[config.mk]
export PLATFORM = sky130hd
export DESIGN_NAME = mod_add_pipe
export DESIGN_NICKNAME = d
export VERILOG_FILES = /design/src/rtl/keygen_pkg.sv /design/src/rtl/mod_reduce_once.sv /design/src/rtl/mod_add_pipe.sv
export SDC_FILE = /design/constraint.sdc
export NUM_CORES = 1
export LEC_CHECK = 0
export ABC_AREA = 0
export BUFFER_PORTS_ARGS = -buffer_cell sky130_fd_sc_hd__buf_2
export CAP_MARGIN = 15
export CORE_AREA = 2 2 125 127
export DETAILED_ROUTE_END_ITERATION = 7
export DIE_AREA = 0 0 127 129
export GPL_TIMING_DRIVEN = 0
export HOLD_SLACK_MARGIN = 0.1
export SLEW_MARGIN = 30
export SYNTH_ARGS = -nofsm -noshare
export SYNTH_HDL_FRONTEND = slang
export SYNTH_SLANG_ARGS = --single-unit
[constraint.sdc]
create_clock -name clk -period 4.3 [get_ports clk]
set_clock_uncertainty 0.05 [all_clocks]
set_input_delay 0.43 -clock clk [delete_from_list [all_inputs] [get_ports clk]]
set_output_delay 0.43 -clock clk [all_outputs]
set_load 0.05 [all_outputs]
[src/rtl/keygen_pkg.sv]
// Shared types and constants for the keygen datapath (coefficient width, default modulus).
package keygen_pkg;

   localparam int unsigned COEF_W = 24;
   localparam logic [COEF_W-1:0] Q_DILITHIUM = 24'd8380417;

   typedef logic [COEF_W-1:0] coef_t;

endpackage

[src/rtl/mod_reduce_once.sv]
// Single conditional subtraction: maps sum in [0, 2q) to [0, q).
// Also intended as the final correction step of the modular multiplier.
module mod_reduce_once
   import keygen_pkg::*;
#(
   parameter int unsigned WIDTH = COEF_W
) (
   input  logic [WIDTH:0]   i_sum,
   input  logic [WIDTH-1:0] i_q,
   output logic [WIDTH-1:0] o_res
);

   logic w_ge_q;

   assign w_ge_q = (i_sum >= {1'b0, i_q});
   // Only the low bits of the difference are needed; wraparound in WIDTH bits is exact.
   assign o_res  = w_ge_q ? (i_sum[WIDTH-1:0] - i_q) : i_sum[WIDTH-1:0];

endmodule

[src/rtl/mod_add_pipe.sv]
// Two-stage streaming modular adder, res = (a + b) mod q, valid/ready on both sides.
// Optional range_err output enabled by defining MOD_ADD_PIPE_RANGE_CHK_EN.
module mod_add_pipe
   import keygen_pkg::*;
#(
   parameter int unsigned WIDTH = COEF_W
) (
   input  logic             clk,
   input  logic             rst,
   input  logic             in_valid,
   output logic             in_ready,
   input  logic [WIDTH-1:0] a,
   input  logic [WIDTH-1:0] b,
   input  logic [WIDTH-1:0] q,
   output logic             out_valid,
   input  logic             out_ready,
`ifdef MOD_ADD_PIPE_RANGE_CHK_EN
   output logic             range_err,
`endif
   output logic [WIDTH-1:0] res
);

   logic             r_s1_valid;
   logic [WIDTH:0]   r_s1_sum;
   logic [WIDTH-1:0] r_s1_q;
   logic             r_out_valid;
   logic [WIDTH-1:0] r_res;
   logic             w_s2_free;
   logic             w_s1_free;
   logic [WIDTH-1:0] w_red;

   // in_ready depends combinationally on out_ready so a full pipe can still
   // accept a beat in the same cycle it drains one.
   assign w_s2_free = !r_out_valid || out_ready;
   assign w_s1_free = !r_s1_valid || w_s2_free;
   assign in_ready  = w_s1_free;
   assign out_valid = r_out_valid;
   assign res       = r_res;

   mod_reduce_once #(
      .WIDTH (WIDTH)
   ) u_reduce (
      .i_sum (r_s1_sum),
      .i_q   (r_s1_q),
      .o_res (w_red)
   );

   always_ff @(posedge clk) begin
      if (rst) begin
         r_s1_valid  <= 1'b0;
         r_s1_sum    <= '0;
         r_s1_q      <= '0;
         r_out_valid <= 1'b0;
         r_res       <= '0;
      end else begin
         if (w_s1_free) begin
            r_s1_valid <= in_valid;
            if (in_valid) begin
               r_s1_sum <= {1'b0, a} + {1'b0, b};
               r_s1_q   <= q;
            end
         end
         if (w_s2_free) begin
            r_out_valid <= r_s1_valid;
            if (r_s1_valid) begin
               r_res <= w_red;
            end
         end
      end
   end

`ifdef MOD_ADD_PIPE_RANGE_CHK_EN
   logic r_s1_err;
   logic r_err;

   assign range_err = r_err;

   always_ff @(posedge clk) begin
      if (rst) begin
         r_s1_err <= 1'b0;
         r_err    <= 1'b0;
      end else begin
         if (w_s1_free && in_valid) begin
            r_s1_err <= (a >= q) || (b >= q);
         end
         if (w_s2_free && r_s1_valid) begin
            r_err <= r_s1_err;
         end
      end
   end
`endif

endmodule

* Word level (Yosys, flattened, before mapping) *
Cells that the tools add are included.
W data, S select, Z words.

storage, ports and cells
  flip-flop bits (word level) = 75
  output and inout port bits = 26
  word-level logic and storage cells = 15
  input port bits = 76

cells by class
  add/subtract/negate cells = 2
  mux-type cells = 1
  magnitude comparators = 1
  reduce and logical (&&, ||, !) cells = 6

operators with widths
  operator            number
  $add A24 B24 Y25    1
  $ge A25 B24 Y1      1
  $mux W24            1
  $sub A24 B24 Y24    1
  $reduce_and A2 Y1   2
  $logic_not A1 Y1    2
  $logic_or A1 B1 Y1  2

* Logic depth before layout (Yosys ltp) *
  depth after elaboration = 4
  mapped depth = 12
  mapped depth without buffers = 12

* By module *
Synthesis repeated with hierarchy kept, for this count alone.

unflattened totals
  cells, all modules = 737
  area total of the unflattened synthesis = 5,557.8 µm²

modules (own cells, without submodules)
  module           cells each  area each (µm²)  times used  seq. area each (µm²)
  mod_add_pipe     490         3,793.6          1           1,501.4
  mod_reduce_once  247         1,764.2          1           0.0

* Least setup slack after synthesis *
OpenSTA, ideal clock, no wires.

  path type = input port to flip-flop
  from = input a[0]
  to = register r_s1_sum[22]
  data arrival time = 2.752 ns
  cell stages on the path = 10
  data required time = 4.128 ns
  buffers on the path = 0
  library setup time = 0.122 ns
  setup slack = 1.376 ns
  cells stage by stage = ha_1 > fa_1 > a211oi_1 > o21bai_1 > a31oi_1 > o21ai_1 > a311o_1 > a31oi_1 > nor4_1 > a221o_1

on the way
  word-level cells in the longest chain between the ends = 1

RTL lines
  what                  line                source
  from (decl)           mod_add_pipe.sv:12  input logic [WIDTH-1:0] a,
  $add A24 B24 Y25      mod_add_pipe.sv:59  r_s1_sum <= {1'b0, a} + {1'b0, b};
  to (signal assigned)  mod_add_pipe.sv:59
  to (decl)             mod_add_pipe.sv:24  logic [WIDTH:0] r_s1_sum;

Every way passes these cells.
A chain may end at the register's enable or synchronous reset.

* Final worst setup path *
Same ends and word-level chain as after synthesis.

==> metrics.txt <==
status=finished, final reports clean; Tcrit/Tclk final=between 70 and 80%; Worst-Margin Slew=0.749 ns; P&R area growth vs syn=20.7%; fill cell count=roughly 1600; pwr/cell area=418 mW/mm^2; Worst-path clk slew=approximately 0.06 ns; DR WL/cell=16.0 um; synthesized flop and latch total=75; post-cts hold buffer count=0; Die Span Y=between 100 and 150 um; Iteration-0 DRC Markers=approximately 260; minimum clock period=around 3.1 ns; grt total ovfl=0; fraction of layout cells with a size suffix above 1=between 15 and 20%; Net Count, Synth=800; mapped cell area=0.00516 mm^2; Detailed Place HPWL=approximately 12000 um; CTS Buf Count=9; Crit. End Element=register; Fmax=approximately 320 MHz; core area=between 0.01 and 0.015 mm^2; number of synthesized flops with an enable pin=0; CP most frequent cell=a31oi_1; Worst path slowest cell=fa_1; routed wire length=about 16000 um; Post-Syn Instances=~670; Leak=approximately 2.8 nW; relative slew slack=between 50% and 60%; # DRC=0; yosys warns=0; worst-path cell chain=buf_2, ha_1, fa_1, a211oi_1, o21bai_1, a31oi_1, o21ai_1, a311o_1, a31oi_1, nor4_1, a221o_1; maxcap violations=0; # IOs=between 100 and 150; Starting Density=approximately 34%; Commonest cells post-synth=nand2_1 (116), dfxtp_1 (75), a21oi_1 (72), ha_1 (48), o21ai_0 (39); peak fanout along the critical path=4; GRT Util Overall=19.8%; Synth top area share=29.1%; Ant. Diodes=0; DR pass1 iterations=4; H-tree lvl count=3; Die Area=between 0.015 and 0.02 mm^2; VDD IR max=0.248 mV; max-slew violations=0; type of origin of the critical path=input pin; vias in the first global route=4999; Main synth FF type=dfxtp_1; WP data required=about 4.5 ns; r2r setup slk=1.16 ns; Die Width=between 100 and 150 um; standard-cell row count=45; critical path class=in2reg; total power=~2.6 mW; Hold WC Path Type=in2reg; critical path's largest stage delay=around 0.44 ns; Final nets=around 910; GP Congestion=0.929; Critical path buffers and inverters=1; unrepaired setup endpoints after global routing=no; CTS resizes=0; top-count cell post-synth=nand2_1; Netlist cell types=between 50 and 60; FFs w/ async S/R, synth=0%; vias per cell=about 5.4; clock sink count=between 70 and 80; Yosys top cell by area=dfxtp_1; crit-path leading delay family=compound AO/OA/AOI/OAI gates; CTS tree=yes; critical path arrival=between 3 and 4 ns; DRT antenna net count=0; PortBufs=slightly above 100; Seq/Total Area, Yosys=a little under 30%; Final Hold Viols=0; via count=roughly 5300; largest net degree at the start of global routing=14; clk buf depth=2; post-synthesis average cell area=between 7 and 8 um^2; top post-synthesis cells by area=dfxtp_1 (29%), ha_1 (12%), nand2_1 (8.4%); setup bufs post-CTS=0; Root Driver=clkbuf_16; initial antenna violation count=0; first-pass GRT wire length=~25000 um; TNS Setup=0 ns; Setup violations, final=0; Worst-Skew Late Latency=roughly 0.34 ns
-- layout make-up --
type	count	area (um^2)	area share, %
buffer	29	115	1.85
clock inverter	6	88.8	1.43
timing repair buffer	101	505	8.12
sequential	75	1500	24.1
inverter	32	120	1.93
clock buffer	10	239	3.84
multi-input combinational	538	3420	54.9
tap	188	235	3.78
-- flip-flops by register name, summed over array words and instances (netlist names) --
signal / cells
out_valid: 1
r_s1_q: 24
r_s1_sum: 25
res: 24
r_s1_valid: 1
-- routing by layer --
layer / up-vias / wire (um) / part of all wire [%] / track usage (%)
met1: 2423 / 7550 / 48 / 27.1
met2: 138 / 7090 / 45 / 32.1
met4: 0 / 351 / 2.2 / 6.01
met3: 24 / 711 / 4.5 / 3.53
li1: 2668 / - / - / -
met5: - / 0 / 0 / 0
-- report_power, final --
| group | switching (mW) | internal [mW] |
|---|---|---|
| combinational | 0.597 | 0.375 |
| sequential | 0.0482 | 0.757 |
| clock | 0.303 | 0.524 |
-- final timing paths --
check              startpoint            to  cells after the start
setup / recovery         a[0]  r_s1_sum[22]                     11
hold / removal           q[6]     r_s1_q[6]                      3
setup reg to reg  r_s1_sum[0]       res[22]                     12
hold reg to reg    r_s1_q[11]    r_s1_q[11]                      2
-- cells by family (layout without fill, tap and decap cells) --
| kind of cell | count (synthesis) | count (layout) | share of synthesized area [%] |
|---|---|---|---|
| AOI/OAI and AO/OA | 226 | 226 | 27.8 |
| muxes | 8 | 8 | 1.55 |
| adders and majority gates | 50 | 50 | 12.4 |
| DFF | 75 | 75 | 29.1 |
| xor gates and xnor gates | 27 | 27 | 4.59 |
| and+or+nand+nor | 227 | 227 | 20.0 |
| buffers and inverters | 61 | 178 | 4.56 |
-- through the flow --
stage	cell area, um^2	utilization [%]	setup slack [ns]	hold slack (ns)	std cells
4_1_cts	6230	41.6	1.17	0.267	979
3_3_place_gp	5900	39.4	0.824	0.394	963
5_1_grt	6230	41.6	0.799	0.271	979
3_5_place_dp	5900	39.4	0.821	0.397	963
6_report	6230	41.6	1.15	0.273	979
2_1_floorplan	5160	-	1.38	0.386	674
-- worst min-delay path, delay by kind of cell --
family	cells	cell delay, ns
buf+inv	1	0.09
simple gates	1	0.04
compound gates	1	0.05
-- layout by cell type, fill, tap and decap left out, drive strengths merged, types with 3 or more instances in the layout --
cell type,netlist,routed
or3,5,5
and3,11,11
o21bai,6,6
a211oi,14,14
o21ai,44,44
nand3,13,13
o41ai,3,3
nand2,116,116
xnor2,15,15
nor4,4,4
buf,7,108
a211o,4,4
and4,4,4
xor2,12,12
a2bb2oi,3,3
o211ai,4,4
o21a,6,6
a21oi,73,73
nand4,6,6
nand2b,4,4
ha,48,48
nor2,32,32
clkbuf,22,32
nor3,17,17
a31oi,15,15
a31o,3,3
inv,32,32
mux2i,8,8
nor2b,7,7
a21o,31,31
dfxtp,75,75
or2,3,3
Note: power is estimated with default switching activity, not from simulation.
